==> src/rtl/mips_defs.sv <==
// Shared MIPS encoding constants and instruction-kind decode for the hazard logic.
package mips_defs;

    // Primary opcodes
    localparam logic [5:0] OP_RTYPE = 6'b000000;
    localparam logic [5:0] OP_LW    = 6'b100011;
    localparam logic [5:0] OP_SW    = 6'b101011;
    localparam logic [5:0] OP_BEQ   = 6'b000100;
    localparam logic [5:0] OP_ORI   = 6'b001101;
    localparam logic [5:0] OP_LUI   = 6'b001111;
    localparam logic [5:0] OP_JAL   = 6'b000011;

    // R-type function codes
    localparam logic [5:0] FN_ADDU  = 6'b100001;
    localparam logic [5:0] FN_SUBU  = 6'b100011;
    localparam logic [5:0] FN_JR    = 6'b001000;
    localparam logic [5:0] FN_MULT  = 6'b011000;
    localparam logic [5:0] FN_MULTU = 6'b011001;
    localparam logic [5:0] FN_DIV   = 6'b011010;
    localparam logic [5:0] FN_DIVU  = 6'b011011;
    localparam logic [5:0] FN_MFHI  = 6'b010000;
    localparam logic [5:0] FN_MTHI  = 6'b010001;
    localparam logic [5:0] FN_MFLO  = 6'b010010;
    localparam logic [5:0] FN_MTLO  = 6'b010011;

    // Tuse/Tnew encoding: 0..2 are cycle counts, T_NONE means "not used / not produced"
    localparam logic [1:0] T_NONE = 2'b11;

    typedef enum logic [3:0] {
        K_NONE,
        K_ALU_R,
        K_MULT,
        K_DIV,
        K_MF,
        K_MT,
        K_JR,
        K_ORI,
        K_LUI,
        K_LW,
        K_SW,
        K_BEQ,
        K_JAL
    } ikind_t;

    // Map a raw instruction word to the kind that drives all timing attributes
    function automatic ikind_t decode_kind(input logic [31:0] ir);
        ikind_t k;
        k = K_NONE;
        case (ir[31:26])
            OP_RTYPE: begin
                case (ir[5:0])
                    FN_ADDU, FN_SUBU:  k = K_ALU_R;
                    FN_MULT, FN_MULTU: k = K_MULT;
                    FN_DIV, FN_DIVU:   k = K_DIV;
                    FN_MFHI, FN_MFLO:  k = K_MF;
                    FN_MTHI, FN_MTLO:  k = K_MT;
                    FN_JR:             k = K_JR;
                    default:           k = K_NONE;
                endcase
            end
            OP_LW:   k = K_LW;
            OP_SW:   k = K_SW;
            OP_BEQ:  k = K_BEQ;
            OP_ORI:  k = K_ORI;
            OP_LUI:  k = K_LUI;
            OP_JAL:  k = K_JAL;
            default: k = K_NONE;
        endcase
        return k;
    endfunction

    // Tnew one stage later: a result needed N cycles after EX is needed N-1 cycles after MEM
    function automatic logic [1:0] t_age(input logic [1:0] t);
        logic [1:0] r;
        if (t == T_NONE)
            r = T_NONE;
        else if (t == 2'd0)
            r = 2'd0;
        else
            r = t - 2'd1;
        return r;
    endfunction

endpackage

==> src/rtl/instr_class.sv <==
// Combinational classification of one instruction: operand fields and pipeline timing.
module instr_class
    import mips_defs::*;
(
    input  logic [31:0] ir,
    output logic [4:0]  rs,
    output logic [4:0]  rt,
    output logic [4:0]  dst,
    output logic [1:0]  tuse_rs,
    output logic [1:0]  tuse_rt,
    output logic [1:0]  tnew,
    output logic        is_md,
    output logic        is_mult,
    output logic        is_div,
    output logic        is_hilo
);

    ikind_t kind;
    logic   unused_shamt;

    assign rs           = ir[25:21];
    assign rt           = ir[20:16];
    assign unused_shamt = ^ir[10:6];

    // Per-kind source timing, destination and result availability
    always_comb begin
        kind    = decode_kind(ir);
        dst     = 5'd0;
        tuse_rs = T_NONE;
        tuse_rt = T_NONE;
        tnew    = T_NONE;
        is_md   = 1'b0;
        is_mult = 1'b0;
        is_div  = 1'b0;
        is_hilo = 1'b0;
        case (kind)
            K_ALU_R: begin
                tuse_rs = 2'd1;
                tuse_rt = 2'd1;
                dst     = ir[15:11];
                tnew    = 2'd1;
            end
            K_MULT: begin
                tuse_rs = 2'd1;
                tuse_rt = 2'd1;
                is_md   = 1'b1;
                is_mult = 1'b1;
                is_hilo = 1'b1;
            end
            K_DIV: begin
                tuse_rs = 2'd1;
                tuse_rt = 2'd1;
                is_md   = 1'b1;
                is_div  = 1'b1;
                is_hilo = 1'b1;
            end
            K_MF: begin
                dst     = ir[15:11];
                tnew    = 2'd1;
                is_hilo = 1'b1;
            end
            K_MT: begin
                tuse_rs = 2'd1;
                is_hilo = 1'b1;
            end
            K_JR: begin
                tuse_rs = 2'd0;
            end
            K_ORI: begin
                tuse_rs = 2'd1;
                dst     = ir[20:16];
                tnew    = 2'd1;
            end
            K_LUI: begin
                dst     = ir[20:16];
                tnew    = 2'd1;
            end
            K_LW: begin
                tuse_rs = 2'd1;
                dst     = ir[20:16];
                tnew    = 2'd2;
            end
            K_SW: begin
                tuse_rs = 2'd1;
                tuse_rt = 2'd2;
            end
            K_BEQ: begin
                tuse_rs = 2'd0;
                tuse_rt = 2'd0;
            end
            K_JAL: begin
                dst     = 5'd31;
                tnew    = 2'd0;
            end
            default: begin
                dst     = 5'd0;
            end
        endcase
    end

endmodule

==> src/rtl/hazard_stall_ctrl.sv <==
// Front-end freeze control: data hazards, mult/div busy tracking and stall statistics.
module hazard_stall_ctrl
    import mips_defs::*;
#(
    parameter int unsigned MULT_CYCLES = 5,
    parameter int unsigned DIV_CYCLES  = 10,
    parameter int unsigned CNT_W       = 32
) (
    input  logic             CLK,
    input  logic             reset,
    input  logic [31:0]      IR_D,
    input  logic [31:0]      IR_EX,
    input  logic [31:0]      IR_MEM,
    output logic             pc_en,
    output logic             ifid_en,
    output logic             idex_clr,
    output logic             md_start,
    output logic             md_busy,
    output logic [CNT_W-1:0] stall_cnt
);

    localparam int unsigned MD_MAX = (MULT_CYCLES > DIV_CYCLES) ? MULT_CYCLES : DIV_CYCLES;
    localparam int unsigned MD_W   = (MD_MAX < 2) ? 1 : $clog2(MD_MAX + 1);

    logic [4:0] rs_d, rt_d, dst_d, rs_ex, rt_ex, dst_ex, rs_m, rt_m, dst_m;
    logic [1:0] tuse_rs_d, tuse_rt_d, tnew_d;
    logic [1:0] tuse_rs_ex, tuse_rt_ex, tnew_ex;
    logic [1:0] tuse_rs_m, tuse_rt_m, tnew_m, tnew_mem;
    logic       is_md_d, is_mult_d, is_div_d, is_hilo_d;
    logic       is_md_ex, is_mult_ex, is_div_ex, is_hilo_ex;
    logic       is_md_m, is_mult_m, is_div_m, is_hilo_m;

    logic [MD_W-1:0]  md_cnt_q, md_cnt_d;
    logic [CNT_W-1:0] stall_cnt_q, stall_cnt_d;
    logic             data_stall, md_stall, stall;
    logic             unused_fields;

    instr_class u_cls_d (
        .ir      (IR_D),
        .rs      (rs_d),
        .rt      (rt_d),
        .dst     (dst_d),
        .tuse_rs (tuse_rs_d),
        .tuse_rt (tuse_rt_d),
        .tnew    (tnew_d),
        .is_md   (is_md_d),
        .is_mult (is_mult_d),
        .is_div  (is_div_d),
        .is_hilo (is_hilo_d)
    );

    instr_class u_cls_ex (
        .ir      (IR_EX),
        .rs      (rs_ex),
        .rt      (rt_ex),
        .dst     (dst_ex),
        .tuse_rs (tuse_rs_ex),
        .tuse_rt (tuse_rt_ex),
        .tnew    (tnew_ex),
        .is_md   (is_md_ex),
        .is_mult (is_mult_ex),
        .is_div  (is_div_ex),
        .is_hilo (is_hilo_ex)
    );

    instr_class u_cls_mem (
        .ir      (IR_MEM),
        .rs      (rs_m),
        .rt      (rt_m),
        .dst     (dst_m),
        .tuse_rs (tuse_rs_m),
        .tuse_rt (tuse_rt_m),
        .tnew    (tnew_m),
        .is_md   (is_md_m),
        .is_mult (is_mult_m),
        .is_div  (is_div_m),
        .is_hilo (is_hilo_m)
    );

    // Only a subset of the later-stage classification feeds the hazard compare
    assign unused_fields = ^{dst_d, tnew_d, is_md_d, is_mult_d, is_div_d,
                             rs_ex, rt_ex, tuse_rs_ex, tuse_rt_ex, is_hilo_ex,
                             rs_m, rt_m, tuse_rs_m, tuse_rt_m,
                             is_md_m, is_mult_m, is_div_m, is_hilo_m};

    // One source against one producer: stall if the value will not be ready in time
    function automatic logic src_hazard(input logic [4:0] src, input logic [1:0] tuse,
                                        input logic [4:0] dst, input logic [1:0] tnew);
        return (src != 5'd0) && (tuse != T_NONE) && (tnew != T_NONE) &&
               (src == dst) && (tuse < tnew);
    endfunction

    // Stall decision and derived enables, zero latency from the IR inputs
    always_comb begin
        tnew_mem   = t_age(tnew_m);
        data_stall = src_hazard(rs_d, tuse_rs_d, dst_ex, tnew_ex)  |
                     src_hazard(rt_d, tuse_rt_d, dst_ex, tnew_ex)  |
                     src_hazard(rs_d, tuse_rs_d, dst_m,  tnew_mem) |
                     src_hazard(rt_d, tuse_rt_d, dst_m,  tnew_mem);
        md_start   = is_md_ex;
        // While reset is held the counter is treated as already cleared
        md_busy    = (md_cnt_q != '0) && !reset;
        md_stall   = is_hilo_d && (md_start || md_busy);
        stall      = data_stall || md_stall;
        pc_en      = !stall;
        ifid_en    = !stall;
        idex_clr   = stall;
        stall_cnt  = stall_cnt_q;
    end

    // Next-state for the MD busy counter (reload wins over countdown) and the stall counter
    always_comb begin
        md_cnt_d = md_cnt_q;
        if (md_start)
            md_cnt_d = is_mult_ex ? MD_W'(MULT_CYCLES) : MD_W'(DIV_CYCLES);
        else if (md_cnt_q != '0)
            md_cnt_d = md_cnt_q - MD_W'(1);

        stall_cnt_d = stall_cnt_q;
        if (stall)
            stall_cnt_d = stall_cnt_q + CNT_W'(1);
    end

    // State registers with synchronous reset
    always_ff @(posedge CLK) begin
        if (reset) begin
            md_cnt_q    <= '0;
            stall_cnt_q <= '0;
        end else begin
            md_cnt_q    <= md_cnt_d;
            stall_cnt_q <= stall_cnt_d;
        end
    end

endmodule

==> config.mk <==
export PLATFORM = sky130hd
export DESIGN_NAME = hazard_stall_ctrl
export DESIGN_NICKNAME = d
export VERILOG_FILES = /design/src/rtl/mips_defs.sv /design/src/rtl/instr_class.sv /design/src/rtl/hazard_stall_ctrl.sv
export SDC_FILE = /design/constraint.sdc
export NUM_CORES = 1
export LEC_CHECK = 0
export CORE_MARGIN = 4
export CORE_UTILIZATION = 40
export CTS_CLUSTER_DIAMETER = 60
export DETAILED_ROUTE_END_ITERATION = 10
export PLACE_DENSITY = 0.74
export SLEW_MARGIN = 10
export SYNTH_ARGS = -nofsm -noshare
export SYNTH_HDL_FRONTEND = slang
export SYNTH_SLANG_ARGS = --single-unit
==> constraint.sdc <==
create_clock -name CLK -period 8 [get_ports CLK]
set_clock_uncertainty 0.05 [all_clocks]
set_input_delay 1.6 -clock CLK [delete_from_list [all_inputs] [get_ports CLK]]
set_output_delay 1.6 -clock CLK [all_outputs]
set_load 0.02 [all_outputs]
Yosys cells after proc, flatten, opt, wreduce, memory -nomap -nowiden
Index checks and enable logic that the tools add are counted.

storage, ports and cells
  register bits = 36
  input port bits = 98
  word-level logic and storage cells = 170

operators by class
  $add $sub $neg = 3
  magnitude comparators = 4
  equal/unequal tests = 84
  muxes and demuxes = 20
  bitwise logic cells = 3
  reduce and logical (&&, ||, !) cells = 54

operator list
  cell                     number
  $eq A6 B5 Y1 const B     24
  $pmux W4 S7              3
  $eq A6 B6 Y1 const B     12
  $eq A6 B4 Y1 const B     9
  $pmux W3 S6              3
  $reduce_or A2 Y1         19
  $eq A4 B4 Y1 const B     9
  $add A32 B1 Y32 const B  1
  $eq A4 B3 Y1 const B     8
  $pmux W5 S3              2
  $eq A5 B5 Y1             4
  $eq A6 B2 Y1 const B     3
  $eq A6 B3 Y1 const B     3
  $logic_not A6 Y1         3
  $pmux W2 S3              3
  $eq A4 B2 Y1 const B     4
  $logic_and A1 B1 Y1      16
  $eq A4 B1 Y1 const B     3
  $mux W4                  3
  $reduce_or A4 Y1         3
  $reduce_bool A5 Y1       2
  $reduce_or A3 Y1         3
  $lt A2 B2 Y1             4
  $ne A2 B2 Y1 const B     4
  other kinds (13)         20

Logic depth before layout (Yosys ltp)
Gate-level depths: netlist (run 1).

  depth in word-level cells = 18
  mapped depth = 19
  gate-level depth less buffers = 16

Hierarchy
From an unflattened synthesis (run 1), not the netlist that was laid out.

second synthesis, totals
  cell total of the unflattened synthesis = 569
  area total of the unflattened synthesis = 4,221.5 um^2

by module, submodules not included
  module             instances  cells an instance  area an instance (um^2)  seq. area each (um^2)
  hazard_stall_ctrl  1          281                2,303.5                  720.7
  instr_class        3          96                 639.4                    0.0

Least setup slack after synthesis (run 1)
OpenSTA, ideal clock, no wires.

  kind = input -> output
  from = in IR_EX[27]
  to = out pc_en
  arrival = 5.321 ns
  setup slack = 1.029 ns
  stages on the path = 18
  cells stage by stage = buf_6 > or4b_4 > or3_4 > a311o_1 > a21boi_4 > and2_4 > a21o_1 > ha_1 > a21oi_1 > o21ai_0 > or3_1 > a211oi_1 > nand4b_1 > nor4_2 > nor3_2 > buf_2 > buf_4 > buf_4

between the ends
  cells in the longest elaborated chain, start to end = 14
  elaborated cells between the ends (all ways) = 41
  those cells by class = order compare (2); eq/ne (17); mux (4); bitwise (3); reduce/logical (15)

ends and longest elaborated chain
  what                                        RTL line                  text
  start, declared                             hazard_stall_ctrl.sv:12   input logic [31:0] IR_EX,
  $eq A6 B2 Y1, or another cell as far along  mips_defs.sv:49           case (ir[31:26])
  $pmux W4 S7 *                               mips_defs.sv:49
  $eq A4 B1 Y1, or another cell as far along  instr_class.sv:36         case (kind)
  $reduce_or A4 Y1 (no source line)           --
  $pmux W2 S3                                 instr_class.sv:36
  $ne A2 B2 Y1                                hazard_stall_ctrl.sv:89   return (src != 5'd0) && (tuse != T_NONE) && (tnew != T_NONE) &&
  $logic_and A1 B1 Y1 (2 in series)           hazard_stall_ctrl.sv:89
  $logic_and A1 B1 Y1                         hazard_stall_ctrl.sv:90   (src == dst) && (tuse < tnew);
  $or A1 B1 Y1                                hazard_stall_ctrl.sv:96   data_stall = src_hazard(rs_d, tuse_rs_d, dst_ex, tnew_ex) |
  $or A1 B1 Y1                                hazard_stall_ctrl.sv:97   src_hazard(rt_d, tuse_rt_d, dst_ex, tnew_ex) |
  $or A1 B1 Y1                                hazard_stall_ctrl.sv:98   src_hazard(rs_d, tuse_rs_d, dst_m, tnew_mem) |
  $logic_or A1 B1 Y1 *                        hazard_stall_ctrl.sv:104  stall = data_stall || md_stall;
  $logic_not A1 Y1 *                          --
  end, declared                               hazard_stall_ctrl.sv:14   output logic pc_en,

Mark *: on every way between the ends. The rest lies on a longest branch, timed or not.

Worst setup path after layout (run 1)
  from = in IR_EX[26]
  to = out pc_en

between the ends
  cells in the longest elaborated chain, start to end = 14
  elaborated cells between the ends (all ways) = 41
  those cells by class = order compare (2); eq/ne (17); mux (4); bitwise (3); reduce/logical (15)

ends and longest elaborated chain
  what                                        RTL line                  text
  $eq A6 B2 Y1, or another cell as far along  mips_defs.sv:49
  $pmux W4 S7 *                               mips_defs.sv:49
  $eq A4 B1 Y1, or another cell as far along  instr_class.sv:36
  $reduce_or A4 Y1 (no source line)           --
  $pmux W2 S3                                 instr_class.sv:36
  $ne A2 B2 Y1                                hazard_stall_ctrl.sv:89
  $logic_and A1 B1 Y1 (2 in series)           hazard_stall_ctrl.sv:89
  $logic_and A1 B1 Y1                         hazard_stall_ctrl.sv:90
  $or A1 B1 Y1                                hazard_stall_ctrl.sv:96
  $or A1 B1 Y1                                hazard_stall_ctrl.sv:97
  $or A1 B1 Y1                                hazard_stall_ctrl.sv:98
  $logic_or A1 B1 Y1 *                        hazard_stall_ctrl.sv:104
  $logic_not A1 Y1 *                          hazard_stall_ctrl.sv:105  pc_en = !stall;

Marks and branches as above.

==> results of run 1 <==
power by group:
part	switching (uW)	leakage, uW	total, uW	internal, uW
Clock	60.3	0.0000455	130	70.2
Sequential	6.29	0.000291	193	187
Combinational	90.4	0.00138	178	88.0
final cells by class:
cell class                 instances  area [um2]  share of cell area (%)
sequential                        36         721                    14.6
multi-input combinational        430        2810                    56.9
tap                              108         135                    2.73
timing repair buffer             111        1100                    22.2
inverter                          24        90.1                    1.82
clock buffer                       8        90.1                    1.82
per-stage QoR:
| step | utilization, % | power, uW | cells | hold WS (ps) | area, um2 |
|---|---|---|---|---|---|
| 5_1_grt | 55.6 | 536 | 717 | 460 | 4940 |
| 4_1_cts | 55.5 | 506 | 717 | 446 | 4930 |
| 6_report | 55.6 | 502 | 717 | 447 | 4940 |
| 3_5_place_dp | 54.5 | 374 | 709 | 432 | 4840 |
| 3_3_place_gp | 54.5 | 369 | 709 | 425 | 4840 |
| 2_1_floorplan | - | 305 | 512 | 492 | 3730 |
critical path, delay by kind of cell:
| kind | cells | cell delay, ps |
|---|---|---|
| adder cells (fa/ha/maj) | 1 | 310 |
| AND/OR/NAND/NOR | 7 | 1790 |
| buffers and inverters | 3 | 1220 |
| AO/OA/AOI/OAI | 6 | 1090 |
cells in the final DEF (no fill, tap or decap), types with 7 or more instances in the layout:
| cell type | count |
|---|---|
| nand2b_1 | 8 |
| nor2_1 | 35 |
| and3_1 | 14 |
| nand3_1 | 25 |
| nor2b_1 | 10 |
| xnor2_1 | 7 |
| inv_1 | 24 |
| nand3b_1 | 9 |
| xor2_1 | 7 |
| o21ai_0 | 20 |
| or3_1 | 10 |
| a21o_1 | 10 |
| or4_1 | 24 |
| o31ai_1 | 25 |
| a21oi_1 | 55 |
| nand2_1 | 34 |
| dfxtp_1 | 36 |
| clkdlybuf4s50_1 | 103 |
| buf_4 | 7 |
| nor3_1 | 17 |
sequential cells by signal (all words and copies together) (netlist names):
register / cells
md_cnt_q: 4
stall_cnt: 32
routing by layer:
| layer | global-route usage [%] | part of all wire (%) |
|---|---|---|
| met1 | 23.1 | 43 |
| met2 | 36.2 | 51 |
| met3 | 2.96 | 5.1 |
| met4 | 3.70 | 0.89 |
| met5 | 0 | 0 |
worst max-delay path by stage:
| stage | to | from | slack, ps |
|---|---|---|---|
| finish | pc_en | IR_EX[26] | 340 |
| global route | pc_en | IR_EX[26] | 80 |
| CTS | idex_clr | IR_EX[26] | 220 |
| detailed placement | idex_clr | IR_EX[26] | 210 |
| global placement | idex_clr | IR_EX[26] | 240 |
| floorplan | pc_en | IR_EX[27] | 1030 |
kinds of logic (layout without fill, tap and decap cells):
logic type,count (synthesis),after routing
AOI/OAI and AO/OA,172,172
xor gates and xnor gates,14,14
adders and majority gates,6,6
buffers and inverters,46,143
DFF,36,36
muxes,6,6
and+or+nand+nor,232,232
==> results.toml, run 1 <==
[placement]
port_buffers = 104
dp_slack_ps = 212
gp_congestion = 0.927
dp_hpwl_mm = 8.67

[timing]
max_freq_ghz = 0.130
maxSlewViolCount = 0
period_minus_slack_ps = 7660
fin_crit_sh_pct = 95.8
setup_tns_ps = 0
setup_viol = 0
finalHoldViolCount = 0
worst_pin_slew_ps = 670
setup_slack_ps = 336
relSlewSlack_pct = 55.0
rsz0062_at_grt = "no"

[min_path]
hold_end = "stall_cnt[25]"
min_path_cells = 2
worstHoldStart = "stall_cnt[25]"
hp-class = "register to register"

[critical_path]
timing.rr.start = "md_cnt_q[0]"
crit_path_frequent_cell = "clkdlybuf4s50_1"
startpoint_type = "input port"
critPathSlowestCell = "or4b_4"
critPathKind = "input port to output pin"
rr_worst_depth = 12
end_kind = "output pin"
slowest_delay_ps = 570
crit_chain = "clkdlybuf4s50_1 -> or4b_4 -> or3_4 -> a311o_1 -> a21boi_4 -> and2_4 -> a21o_1 -> ha_1 -> a21oi_1 -> o21ai_0 -> or3_1 -> a211oi_1 -> nand4b_1 -> nor4_2 -> buf_4 -> nor3_4 -> clkdlybuf4s50_1"
reg2reg_setup_slack_ps = 5000
r2r-end = "stall_cnt[3]"
path_max_fanout = 5
cp.required_ps = 6350
cp.arrival_ps = 6010

[clock_network]
cts_sinks = 36
htree_levels = 2
path_clk_slew_ps = 70
ctsResizeCount = 0
cts_max_path_buffers = 2
clock_latency_ps = 280
postCtsSetupBuffers = 0
cts_tree = "yes"
cts_buffers = 5
hold_buffers = 0
root_buffer = "clkbuf_8"

[logic_synthesis]
synth_compound_area_share_pct = 30.9
syn-cell-area_mm2 = 0.00373
yosysSeqAreaShare_pct = 19.3
synth_top_area_share_pct = 19.3
synth.area.top_cells = "dfxtp_1 (19%), a21oi_1 (7.4%), o31ai_1 (5.0%), or4_1 (4.8%), nor2_1 (3.5%)"
synth.avg_cell_area_um2 = 7.28
synth-xor-area-share_pct = 3.29
synth_flop_cell = "dfxtp_1"
ys_seq_elements = 36
synth_top_area_cell = "dfxtp_1"
async_flop_share_pct = 0
synth_edf_count = 0
synthMuxAreaShare_pct = 1.71
synthSimpleGateAreaFrac_pct = 37.1
netlist_top_cells_count = "a21oi_1 (55), dfxtp_1 (36), nor2_1 (35), nand2_1 (34)"
ys.warnings.count = 0
synth_nets = 616
syn_inst = 512
synth_fa_ha_area_share_pct = 2.01
yosysUniqueCellTypes = 76
synth_top_family_by_area = "simple AND/OR/NAND/NOR gates"
yosysMostFrequentCell = "a21oi_1"

[job]
drv_cap = 0

[floorplan]
fp-row-count = 34
start_util_pct = 41.9
core_mm2 = 0.00889
io-pin-count = 135
die_y_um = 105
fp.dieW_um = 105
die_area_mm2 = 0.0109

[global_routing]
grt_first_pass_wirelength_mm = 18.3
grt-ovfl-total = 0
track_usage_pct = 19.2
grt_max_degree = 58
grt_pass1_vias = 4040
antenna_found_initial = 0

[route]
drtPass1Iterations = 5
remaining_drc_errors = 0
viasPerCell = 6.00
wl_mm = 10.9
vias = 4300
detail_route.wl_per_cell_um = 15.2
drtIter0Drc = 180
drtAntennaViolNets = 0

[cells_and_area]
drive_gt1_share_pct = 5.42
diodes = 0
fill_cells = 859
layout.nets = 712
syn_to_final_growth_pct = 32.6

[power]
worst_ir_drop_vdd_mv = 0.0697
pwr_density_cell_mw_per_mm2 = 102
p_leak_uw = 0.00172

[run_status]
status = "finished clean"
Power figures use the tool's default switching activity.
==> run 2, diff against run 1 <==
--- a/config.mk
+++ b/config.mk
@@ -11,3 +11,3 @@
 export DETAILED_ROUTE_END_ITERATION = 10
-export PLACE_DENSITY = 0.74
+export PLACE_DENSITY = 0.72
 export SLEW_MARGIN = 10
@@ -15,2 +15,3 @@
 export SYNTH_HDL_FRONTEND = slang
+export SYNTH_HIERARCHICAL = 1
 export SYNTH_SLANG_ARGS = --single-unit
==> constraint.sdc (replaced) <==
create_clock -name CLK -period 8 [get_ports CLK]
set_clock_uncertainty 0.05 [all_clocks]
set_input_delay 2.4 -clock CLK [delete_from_list [all_inputs] [get_ports CLK]]
set_output_delay 2.4 -clock CLK [all_outputs]
set_load 0.02 [all_outputs]
==> results.toml, run 2 <==
[cells_and_area]
syn_to_final_growth_pct = 43.5
diodes = 0
largest_reg_flops = 32
final_cell_mix = "clkdlybuf4s50_1 (100), buf_4 (74), a21oi_1 (41)"
layout.nets = 740
seq_area_um2 = 721
drive_gt1_share_pct = 18.1
design_area_mm2 = 0.00535
fill_cells = 830
final_common_cell = "clkdlybuf4s50_1"
multi_input_area_mm2 = 0.00275

[timing]
setup_viol = 0
hold_slack_ps = 458
rsz0062_at_grt = "no"
maxSlewViolCount = 0
relSlewSlack_pct = 58.8
fin_crit_sh_pct = 97.6
worst_pin_slew_ps = 617
period_minus_slack_ps = 7800
max_freq_ghz = 0.128
finalHoldViolCount = 0

[logic_synthesis]
ys.warnings.count = 6
syn-cell-area_mm2 = 0.00373
syn_inst = 487
synth_nets = 591
synth.avg_cell_area_um2 = 7.66

[critical_path]
path_max_fanout = 6
critPathKind = "input port to output pin"
critPathLaunch = "IR_MEM[27]"
critPathCapture = "idex_clr"
end_kind = "output pin"
startpoint_type = "input port"
rr_worst_depth = 5
reg2reg_setup_slack_ps = 5260
r2r-end = "stall_cnt[31]"
timing.rr.start = "stall_cnt[0]"
cp.arrival_ps = 5350
cp.required_ps = 5550

[route]
detail_route.wl_per_cell_um = 14.4
wl_mm = 10.7
remaining_drc_errors = 0
drtPass1Iterations = 4
drtIter0Drc = 149
viasPerCell = 5.72
drtAntennaViolNets = 0
vias = 4262

[min_path]
hp-class = "register to register"

[placement]
gp_congestion = 0.912
dp_hpwl_mm = 8.75
port_buffers = 104
dpl_cell_area_mm2 = 0.00522

[clock_network]
htree_levels = 2
hold_buffers = 0
cts_max_path_buffers = 2
clock_latency_ps = 290
path_clk_slew_ps = 70
cts_tree = "yes"
cts_sinks = 36
root_buffer = "clkbuf_8"
cts_buffers = 5

[floorplan]
core_mm2 = 0.00889
die_y_um = 105
fp.dieW_um = 105
die_area_mm2 = 0.0109
io-pin-count = 135
fp-row-count = 34
start_util_pct = 42.0

[global_routing]
grt_pass1_vias = 4177
grt_first_pass_wirelength_mm = 18.0
track_usage_pct = 18.6
grt-ovfl-total = 0
antenna_found_initial = 0
grt_max_degree = 41

[run_status]
status = "finished clean"

[power]
pwr_density_cell_mw_per_mm2 = 104
worst_ir_drop_vdd_mv = 0.0721
p_leak_uw = 0.00192
pwr-share-clk_pct = 28.7
p_seq_share_pct = 34.8
p_sw_uw = 169
p_comb_share_pct = 36.6
sw_frac_of_total_pct = 30.3
p_int_uw = 388

[job]
drv_cap = 0
## run 2: worst min path at each step
stage                             start            end  slack [ps]  depth (start not counted)
after floorplan             md_cnt_q[3]    md_cnt_q[2]         480                          2
after global placement    stall_cnt[16]  stall_cnt[16]         420                          2
after detailed placement  stall_cnt[19]  stall_cnt[19]         440                          2
after CTS                 stall_cnt[19]  stall_cnt[19]         450                          2
after global routing      stall_cnt[16]  stall_cnt[16]         470                          2
final                     stall_cnt[19]  stall_cnt[19]         460                          2
## run 2: final cells by class
class                      instances  share of cell area [%]
clock buffer                       5                    1.29
sequential                        36                    13.5
tap                              108                    2.53
inverter                          14                   0.982
timing repair buffer             178                    29.6
clock inverter                     3                   0.795
multi-input combinational        401                    51.3
## run 2: power by group through the flow
stage               Sequential [uW]  Clock [uW]  Combinational, uW
CTS                             194         164                203
global route                    195         170                225
finish                          194         160                204
floorplan                       197           0                119
global placement                197           0                194
detailed placement              198           0                202
## run 2: timing repair
action                                  CTS  global route
cloned                                    0             0
setup buffers                             0             1
endpoints found under the setup margin    3             3
resized for setup                         4            10
pin swaps                                 0             1
## run 2: metrics by stage
stage | std cells | utilization (%) | power, uW | setup slack (ps) | setup TNS [ps]
after global placement | 736 | 58.8 | 391 | -269 | -657
final | 745 | 60.2 | 557 | 195 | 0
after CTS | 744 | 60.0 | 560 | -10.5 | -20.8
after global routing | 745 | 60.2 | 590 | 25.4 | 0
after detailed placement | 736 | 58.8 | 400 | -317 | -783
after floorplan | 487 | - | 316 | 229 | 0
## run 2: critical path, stage by stage
cell	delay, ps
clkdlybuf4s50_1	500
or3b_4	420
a211oi_4	240
nor3_1	70
a21o_1	200
a221o_1	320
nand2_1	100
ha_1	240
a211oi_2	180
a22oi_1	110
o221a_2	340
inv_1	70
clkbuf_2	160
## run 2: routing by layer
metal,GRT usage (%),part of all wire [%],vias up
li1,-,-,2154
met1,22.1,43,2001
met2,35.3,51,103
met3,3.02,5.3,4
met4,3.04,0.59,0
met5,0,0,-
